<file path="src/rtl/goertzel_pkg.sv">
// goertzel_pkg: shared scheduler state encoding, default parameters and error bit positions
package goertzel_pkg;
  localparam int NBINS_D = 8;
  localparam int BW_D = 3;
  localparam int OW_D = 18;
  localparam int N_D = 126;
  localparam int TO_D = 16;
  localparam int ERR_OVR = 0;
  localparam int ERR_TO = 1;
  typedef enum logic [2:0] {S_IDLE, S_CLEAR, S_RUN, S_HOLD, S_NEXT} gz_state_e;
endpackage

</file>
<file path="src/rtl/goertzel_bin_scheduler_if.sv">
// goertzel_bin_scheduler_if: engine control/result bus plus the result valid/ready handshake
interface goertzel_bin_scheduler_if import goertzel_pkg::*; #(
  parameter int BW = BW_D,
  parameter int OW = OW_D
);
  logic o_gz_rst;
  logic [BW-1:0] o_gz_bin;
  logic i_gz_valid;
  logic signed [OW-1:0] i_gz_re, i_gz_im;
  logic o_res_valid, i_res_ready;
  logic [BW-1:0] o_res_bin;
  logic signed [OW-1:0] o_res_re, o_res_im;
  logic [2*OW:0] o_res_mag;
  modport master (
    output o_gz_rst, o_gz_bin, o_res_valid, o_res_bin, o_res_re, o_res_im, o_res_mag,
    input i_gz_valid, i_gz_re, i_gz_im, i_res_ready
  );
  modport slave (
    input o_gz_rst, o_gz_bin, o_res_valid, o_res_bin, o_res_re, o_res_im, o_res_mag,
    output i_gz_valid, i_gz_re, i_gz_im, i_res_ready
  );
endinterface

</file>
<file path="src/rtl/gz_mag_sq.sv">
// gz_mag_sq: registered re*re + im*im, only built when GZ_SCHED_MAGSQ_EN is defined
`ifdef GZ_SCHED_MAGSQ_EN
module gz_mag_sq #(
  parameter int OW = 18
) (
  input  logic i_clk,
  input  logic i_rst_n,
  input  logic signed [OW-1:0] i_re,
  input  logic signed [OW-1:0] i_im,
  output logic [2*OW:0] o_mag
);
  logic signed [2*OW-1:0] w_re_x, w_im_x, w_re2, w_im2;
  logic [2*OW:0] r_mag;
  assign w_re_x = $signed({{OW{i_re[OW-1]}}, i_re});
  assign w_im_x = $signed({{OW{i_im[OW-1]}}, i_im});
  assign w_re2 = w_re_x * w_re_x;
  assign w_im2 = w_im_x * w_im_x;
  always_ff @(posedge i_clk)
    r_mag <= !i_rst_n ? '0 : {1'b0, w_re2} + {1'b0, w_im2};
  assign o_mag = r_mag;
endmodule
`endif

</file>
<file path="src/rtl/goertzel_bin_scheduler.sv">
// goertzel_bin_scheduler: sweeps bins through a Goertzel engine and hands results out on valid/ready.
// Optional GZ_SCHED_MAGSQ_EN adds a pipelined |X|^2 output and one extra cycle before o_res_valid.
module goertzel_bin_scheduler import goertzel_pkg::*; #(
  parameter int NBINS = NBINS_D,
  parameter int BW = BW_D,
  parameter int OW = OW_D,
  parameter int N = N_D,
  parameter int TO = TO_D
) (
  input  logic i_clk,
  input  logic i_rst_n,
  input  logic i_start,
  input  logic i_continuous,
  goertzel_bin_scheduler_if.master bus,
  output logic o_busy,
  output logic o_done,
  output logic [1:0] o_err
);
  localparam int CW = $clog2(N + TO + 1);
  localparam logic [CW-1:0] C_TO = CW'(N + TO - 1);
  localparam logic [BW-1:0] B_LAST = BW'(NBINS - 1);
  gz_state_e r_state, w_state_n;
  logic [CW-1:0] r_cnt;
  logic [BW-1:0] r_bin, w_bin_n, r_res_bin;
  logic r_gz_rst;
  logic signed [OW-1:0] r_re, r_im;
  logic [1:0] r_err;
  logic w_last, w_cap, w_to, w_xfer, w_res_valid, w_mag_ok;
  assign w_last = r_bin == B_LAST;
  assign w_cap = r_state == S_RUN && bus.i_gz_valid;
  // timeout fires as the RUN counter would step onto N+TO
  assign w_to = r_state == S_RUN && !bus.i_gz_valid && r_cnt == C_TO;
  assign w_res_valid = r_state == S_HOLD && w_mag_ok;
  assign w_xfer = w_res_valid && bus.i_res_ready;
  always_comb begin
    w_state_n = r_state;
    w_bin_n = r_bin;
    case (r_state)
      S_IDLE: w_state_n = i_start ? S_CLEAR : S_IDLE;
      S_CLEAR: w_state_n = r_cnt == CW'(1) ? S_RUN : S_CLEAR;
      S_RUN: w_state_n = (w_cap || w_to) ? S_HOLD : S_RUN;
      S_HOLD: w_state_n = w_xfer ? S_NEXT : S_HOLD;
      S_NEXT: begin
        w_state_n = (w_last && !i_continuous) ? S_IDLE : S_CLEAR;
        w_bin_n = w_last ? '0 : r_bin + BW'(1);
      end
      default: w_state_n = S_IDLE;
    endcase
  end
  always_ff @(posedge i_clk) begin
    if (!i_rst_n) begin
      r_state <= S_IDLE;
      r_cnt <= '0;
      r_bin <= '0;
      r_gz_rst <= 1'b1;
      r_re <= '0;
      r_im <= '0;
      r_res_bin <= '0;
      r_err <= '0;
    end else begin
      r_state <= w_state_n;
      r_cnt <= (w_state_n != r_state) ? '0 : r_cnt + CW'(1);
      r_bin <= w_bin_n;
      r_gz_rst <= w_state_n == S_CLEAR;
      if (w_cap || w_to) begin
        r_re <= w_cap ? bus.i_gz_re : '0;
        r_im <= w_cap ? bus.i_gz_im : '0;
        r_res_bin <= r_bin;
      end
      r_err[ERR_TO] <= r_err[ERR_TO] | w_to;
      r_err[ERR_OVR] <= r_err[ERR_OVR] | (bus.i_gz_valid && r_state != S_RUN);
    end
  end
`ifdef GZ_SCHED_MAGSQ_EN
  logic r_mag_ok;
  always_ff @(posedge i_clk)
    r_mag_ok <= i_rst_n && r_state == S_HOLD && !w_xfer;
  assign w_mag_ok = r_mag_ok;
  gz_mag_sq #(.OW(OW)) u_mag (
    .i_clk(i_clk),
    .i_rst_n(i_rst_n),
    .i_re(r_re),
    .i_im(r_im),
    .o_mag(bus.o_res_mag)
  );
`else
  assign w_mag_ok = 1'b1;
  assign bus.o_res_mag = '0;
`endif
  assign bus.o_gz_rst = r_gz_rst;
  assign bus.o_gz_bin = r_bin;
  assign bus.o_res_valid = w_res_valid;
  assign bus.o_res_bin = r_res_bin;
  assign bus.o_res_re = r_re;
  assign bus.o_res_im = r_im;
  assign o_busy = r_state != S_IDLE;
  assign o_done = r_state == S_NEXT && w_last;
  assign o_err = r_err;
endmodule

</file>
<file path="src/flat_wrapper.sv">
// flat-port wrapper written by rule: the top's interface ports become plain ports
module goertzel_bin_scheduler_flat import goertzel_pkg::*;
#(
  parameter int NBINS = NBINS_D,
  parameter int BW = BW_D,
  parameter int OW = OW_D,
  parameter int N = N_D,
  parameter int TO = TO_D
)
  (i_clk, i_rst_n, i_start, i_continuous, o_busy, o_done, o_err, bus_o_gz_rst, bus_o_gz_bin, bus_o_res_valid, bus_o_res_bin, bus_o_res_re, bus_o_res_im, bus_o_res_mag, bus_i_gz_valid, bus_i_gz_re, bus_i_gz_im, bus_i_res_ready);
  goertzel_bin_scheduler_if #(.BW(BW), .OW(OW)) bus_i ();
  input  logic i_clk;
  input  logic i_rst_n;
  input  logic i_start;
  input  logic i_continuous;
  output logic o_busy;
  output logic o_done;
  output logic [1:0] o_err;
  output wire logic [$bits(bus_i.o_gz_rst)-1:0] bus_o_gz_rst;
  output wire logic [$bits(bus_i.o_gz_bin)-1:0] bus_o_gz_bin;
  output wire logic [$bits(bus_i.o_res_valid)-1:0] bus_o_res_valid;
  output wire logic [$bits(bus_i.o_res_bin)-1:0] bus_o_res_bin;
  output wire logic [$bits(bus_i.o_res_re)-1:0] bus_o_res_re;
  output wire logic [$bits(bus_i.o_res_im)-1:0] bus_o_res_im;
  output wire logic [$bits(bus_i.o_res_mag)-1:0] bus_o_res_mag;
  input wire logic [$bits(bus_i.i_gz_valid)-1:0] bus_i_gz_valid;
  input wire logic [$bits(bus_i.i_gz_re)-1:0] bus_i_gz_re;
  input wire logic [$bits(bus_i.i_gz_im)-1:0] bus_i_gz_im;
  input wire logic [$bits(bus_i.i_res_ready)-1:0] bus_i_res_ready;
  assign bus_o_gz_rst = bus_i.o_gz_rst;
  assign bus_o_gz_bin = bus_i.o_gz_bin;
  assign bus_o_res_valid = bus_i.o_res_valid;
  assign bus_o_res_bin = bus_i.o_res_bin;
  assign bus_o_res_re = bus_i.o_res_re;
  assign bus_o_res_im = bus_i.o_res_im;
  assign bus_o_res_mag = bus_i.o_res_mag;
  assign bus_i.i_gz_valid = bus_i_gz_valid;
  assign bus_i.i_gz_re = bus_i_gz_re;
  assign bus_i.i_gz_im = bus_i_gz_im;
  assign bus_i.i_res_ready = bus_i_res_ready;
  goertzel_bin_scheduler #(.NBINS(NBINS), .BW(BW), .OW(OW), .N(N), .TO(TO)) u_core (.i_clk(i_clk), .i_rst_n(i_rst_n), .i_start(i_start), .i_continuous(i_continuous), .bus(bus_i), .o_busy(o_busy), .o_done(o_done), .o_err(o_err));
endmodule
</file>
<file path="config.mk">
export PLATFORM = sky130hd
export DESIGN_NAME = goertzel_bin_scheduler_flat
export DESIGN_NICKNAME = d
export VERILOG_FILES = /design/src/rtl/goertzel_pkg.sv /design/src/rtl/goertzel_bin_scheduler_if.sv /design/src/rtl/gz_mag_sq.sv /design/src/rtl/goertzel_bin_scheduler.sv /design/src/flat_wrapper.sv
export SDC_FILE = /design/constraint.sdc
export NUM_CORES = 1
export LEC_CHECK = 0
export CORE_MARGIN = 2
export CORE_UTILIZATION = 50
export DETAILED_ROUTE_END_ITERATION = 8
export DONT_BUFFER_PORTS = 1
export GPL_ROUTABILITY_DRIVEN = 0
export PLACE_DENSITY = 0.8
export SYNTH_ARGS = -nofsm -noshare
export SYNTH_HDL_FRONTEND = slang
export SYNTH_SLANG_ARGS = --single-unit
</file>
<file path="constraint.sdc">
create_clock -name i_clk -period 1.6 [get_ports i_clk]
set_input_delay 0.16 -clock i_clk [delete_from_list [all_inputs] [get_ports i_clk]]
set_output_delay 0.16 -clock i_clk [all_outputs]
set_load 0.05 [all_outputs]
</file>
After elaboration in Yosys (flattened, before gate mapping)
Index checks and enable logic that the tools add are counted.
- flip-flop bits (word level): 56
- input port bits: 42
- output and inout bits: 85
- word-level logic and storage cells: 45
- $add $sub $neg: 2
- eq/ne operators: 10
- mux-type cells: 9
- bitwise gates (word level): 3
- reduce and logical (&&, ||, !) cells: 13
- operators with widths (operator ; number):
    2-to-1 mux 18 bit ; 2
    case mux 3 bit (5 select lines) ; 1
    adder 8 x 1 -> 8 bit, second input constant ; 1
    equality test 8 x 1 -> 1 bit, second input constant ; 1
    equality test 8 bit, second input constant ; 1
    logical AND 1 bit ; 7
    equality test 3 x 1 -> 1 bit, second input constant ; 2
    equality test 3 x 2 -> 1 bit, second input constant ; 2
    equality test 3 bit, second input constant ; 2
    2-to-1 mux 3 bit ; 2
    adder 3 x 1 -> 3 bit, second input constant ; 1
    zero test 3 bit ; 1
    2-to-1 mux 1 bit ; 3
    != test 3 x 2 -> 1 bit, second input constant ; 1
    != test 3 bit ; 1
    nonzero test 3 bit ; 1
    zero test 1 bit ; 2
    2-to-1 mux 2 bit ; 1
    OR 1 bit ; 2
    OR reduction 2 bit ; 1
    logical OR 1 bit ; 1
    NOT 1 bit ; 1

Logic depth before layout (Yosys ltp)
- depth in word-level cells: 8
- mapped depth: 7
- depth with buffers taken out: 6

Worst setup path after synthesis
Ideal clock, no wire load.
- path type: reg2out
- start: register u_core.r_bin[0] (netlist: u_core.bus.o_gz_bin[0])
- end: output o_done
- arrival time: 1761 ps
- required time: 1440 ps
- setup slack: -321 ps
- stages on the path, launching flop included: 5
- path buffers: 0
- path through: dfxtp_1 ha_1 ha_1 inv_1 nor2_1
- word-level cells in the longest chain between the ends: 2
- RTL lines (item ; RTL line ; source):
    start: declaration ; goertzel_bin_scheduler.sv:24 ; logic [BW-1:0] r_bin, w_bin_n, r_res_bin;
    start signal: assignment ; goertzel_bin_scheduler.sv:63 ; r_bin <= w_bin_n;
    equality test 3 bit ; goertzel_bin_scheduler.sv:29 ; assign w_last = r_bin == B_LAST;
    logical AND 1 bit ; goertzel_bin_scheduler.sv:97 ; assign o_done = r_state == S_NEXT && w_last;
    end: declaration ; flat_wrapper.sv:17 ; output logic o_done;
Every way passes these cells.

Worst setup path after layout
- start: register u_core.r_cnt[1]
- end: register u_core.r_cnt[6]
- word-level cells in the longest chain between the ends: 7
- elaborated cells between the ends (all ways): 10
- those cells by class: add/sub: 1; eq/ne: 3; mux: 3; reduce/logical: 3
- RTL lines (item ; RTL line ; source):
    start: declaration ; goertzel_bin_scheduler.sv:23 ; logic [CW-1:0] r_cnt;
    start signal: assignment ; goertzel_bin_scheduler.sv:62 ; r_cnt <= (w_state_n != r_state) ? '0 : r_cnt + CW'(1);
    equality test 8 bit ; goertzel_bin_scheduler.sv:32 ; assign w_to = r_state == S_RUN && !bus.i_gz_valid && r_cnt == C_TO;
    logical AND 1 bit ; goertzel_bin_scheduler.sv:32 ;
    logical OR 1 bit ; goertzel_bin_scheduler.sv:41 ; S_RUN: w_state_n = (w_cap || w_to) ? S_HOLD : S_RUN;
    2-to-1 mux 1 bit ; goertzel_bin_scheduler.sv:41 ;
    case mux 3 bit (5 select lines) ; goertzel_bin_scheduler.sv:38 ; case (r_state)
    != test 3 bit ; goertzel_bin_scheduler.sv:62 ;
    OR reduction 2 bit (no line) ; -- ;
Parallel ways exist; a longest one is shown, timed or not.
A chain may end at the register's enable or synchronous reset.

==> impl_metrics.env <==
export IMPL_die_w_um=72.4
export IMPL_power_density_nw_per_um2=946
export IMPL_placed_cells=311
export IMPL_max_freq_mhz=623
export IMPL_wl_um=5890
export IMPL_setup_ws_ns=-0.00543
export IMPL_wl_per_cell_um=16.2
export IMPL_required_ns=1.80
export IMPL_path_common_cell="buf_4"
export IMPL_crit_path_max_incr_delay_ns=0.34
export IMPL_areaGrowthSynthToFinish_pct=36.8
export IMPL_fin_crit_sh=1.00
export IMPL_row_count=24
export IMPL_whs_ns=0.0131
export IMPL_worst_setup_path_start_kind="flip-flop"
export IMPL_drv_slew=0
export IMPL_r2r_end="u_core.r_cnt[6]"
export IMPL_overflow=0
export IMPL_reg2reg_from="u_core.r_cnt[1]"
export IMPL_coreArea_sq_um=4440
export IMPL_p_leak_nw=1.42
export IMPL_grt_pass1_wl_um=8390
export IMPL_ys_seq_area_frac=0.479
export IMPL_place_area_sq_um=2570
export IMPL_whs_path_depth=1
export IMPL_ys_types=35
export IMPL_final_cell_count_no_fill=364
export IMPL_synth_edff_count=0
export IMPL_max_cap_violations=0
export IMPL_drc=0
export IMPL_most_common_layout_cells="buf_4, dfxtp_1, dlygate4sd3_1"
export IMPL_hold_class="primary input to flip-flop"
export IMPL_fin_skew_ns=0.00704
export IMPL_dieArea_sq_um=5250
export IMPL_p_total_mw=3.03
export IMPL_async_flop_share=0
export IMPL_setup_violations=1
export IMPL_drive_gt1_frac=0.266
export IMPL_synthCells=224
export IMPL_clk_pin_slew_ns=0.10
export IMPL_start_util=0.527
export IMPL_rsz0062_at_grt="yes"
export IMPL_diodes=0
export IMPL_clkLatencyLatePin_ns=0.30
export IMPL_ir_drop_mv=0.489
export IMPL_setup_tns_ns=-0.00543
export IMPL_yosys_warnings=0
export IMPL_root_buffer="clkbuf_8"
export IMPL_hpwlAfterDp_um=3500
export IMPL_ys_ff_latch=56
export IMPL_grt_start_max_net_pins=37
export IMPL_vias=1872
export IMPL_drt_iter0_drc=93
export IMPL_syn_area_per_cell_sq_um=10.5
export IMPL_first_pass_iters=4
export IMPL_vias_per_cell=5.14
export IMPL_worst_setup_path_type="flip-flop to flip-flop"
export IMPL_min_from="bus_i_gz_im[17]"
export IMPL_worst_pin_slew_ns=0.533
export IMPL_worstSetupEndpointType="flip-flop"
export IMPL_arrival_ns=1.81
export IMPL_r2r_cells=8
export IMPL_status="complete, but fails checks"
export IMPL_slew_headroom=0.645
export IMPL_postRouteAntennaNets=0
export IMPL_cts_htree_levels=2
export IMPL_nets=357
export IMPL_violations="negative setup slack"
export IMPL_layout_min_cycle_time_ns=1.61
export IMPL_numCtsBuffers=5
export IMPL_grt_pass1_vias=1760
export IMPL_cp_slowest_cell="dfxtp_2"
export IMPL_antenna_found_initial=0
export IMPL_synthFlopType="dfxtp_1"
export IMPL_cp_max_fo=4
export IMPL_die_h_um=72.4
export IMPL_cts_sinks=56
export IMPL_r2r_slack_ns=-0.005
export IMPL_clk_path_buf_depth=2
export IMPL_io_buffers=0
export IMPL_syn_cell_area_sq_um=2340
export IMPL_cp_cell_sequence="inv_2 -> ha_4 -> nor4b_4 -> buf_4 -> nand3_2 -> a32oi_2 -> buf_4 -> nor2_2"
export IMPL_min_to="u_core.bus.o_res_im[17]"
export IMPL_num_io_pins=127
export IMPL_final_hold_violation_count=0
export IMPL_cts_tree="yes"
export IMPL_grt_use_total=0.204
export IMPL_final_cell_area_sq_um=3200
-- area by class of cell --
type,instances,area (sq um)
Tap cell,52,65.1
Timing Repair Buffer,91,825
Sequential cell,56,1130
Clock buffer,6,72.6
Inverter,4,15.0
Fill cell,318,1240
Clock inverter,2,38.8
Multi-Input combinational cell,153,1050
-- power breakdown --
group          switching (mW)  internal, mW  total (mW)
Combinational           0.402         0.202       0.604
Clock                   0.457         0.474       0.930
Sequential             0.0658          1.43        1.49
Total                   0.924          2.10        3.03
-- worst max path at each step --
| stage | cells after the start | slack (ns) | start | end |
|---|---|---|---|---|
| floorplan | 6 | 0.001 | u_core.r_cnt[0] | u_core.bus.o_res_im[0] |
| global placement | 6 | 0.05 | u_core.bus.o_gz_bin[0] | u_core.r_state[0] |
| detailed placement | 7 | -0.006 | u_core.r_cnt[1] | u_core.bus.o_res_im[17] |
| CTS | 2 | -0.02 | u_core.r_state[0] | o_done |
| global route | 8 | -0.1 | u_core.r_cnt[1] | u_core.r_cnt[6] |
| finish | 8 | -0.005 | u_core.r_cnt[1] | u_core.r_cnt[6] |
-- synth_stat cells (all sizes together) (2+ instances only) --
cell,count,area [sq um]
a21oi,12,71.3
a22o,36,315
and3,4,25.0
buf,46,352
dfxtp,56,1120
ha,4,50.1
inv,3,11.3
mux2i,2,20.0
nand2,4,15.0
nand2b,2,12.5
nand3,10,50.1
nor2,16,60.1
nor3,3,15.0
o21ai,3,15.0
or3,2,12.5
xor2,5,43.8
-- critical path, delay by kind of cell, from the launching register on --
family	cells	cell delay (ns)
buffers and inverters	3	0.42
and+or+nand+nor	3	0.39
DFF	1	0.34
AOI/OAI and AO/OA	1	0.25
adders and majority gates	1	0.11
-- stage by stage --
step	util	setup slack (ns)
finish	0.721	-0.00543
global route	0.721	-0.0983
CTS	0.691	-0.0242
detailed placement	0.578	-0.00552
global placement	0.578	0.0529
floorplan	-	0.00135
-- layer usage --
| layer | track usage | vias up | part of all wire |
|---|---|---|---|
| met4 | 0.0617 | 0 | 0.012 |
| met1 | 0.230 | 881 | 0.38 |
| met3 | 0.0500 | 6 | 0.074 |
| met2 | 0.376 | 91 | 0.54 |
| met5 | 0 | - | 0 |
| li1 | - | 894 | - |
-- cell families after synthesis --
logic type | count (synthesis) | share of synthesized area
fa+ha+maj | 4 | 0.0214
buf+inv | 51 | 0.158
mux | 2 | 0.00855
other cells | 1 | 0.00160
xor+xnor | 6 | 0.0224
flops | 56 | 0.479
simple gates | 48 | 0.115
compound gates | 56 | 0.194
-- registers in the layout, indices dropped and copies added, names as in the netlist --
register,count
u_core.r_state,3
u_core.bus.o_res_re,18
u_core.bus.o_gz_rst,1
u_core.bus.o_res_bin,3
u_core.r_cnt,8
u_core.o_err,2
u_core.bus.o_gz_bin,3
u_core.bus.o_res_im,18
-- timing repair --
action | 4_1_cts | 5_1_grt
pin swaps | 1 | 13
gates resized for setup | 3 | 21
setup endpoints to repair | 29 | 49
hold buffers | 37 | 1
cloned | 0 | 1
endpoints found under the hold margin | 38 | 1
buffers inserted | 2 | 4
(Power assumes the default switching activity.)
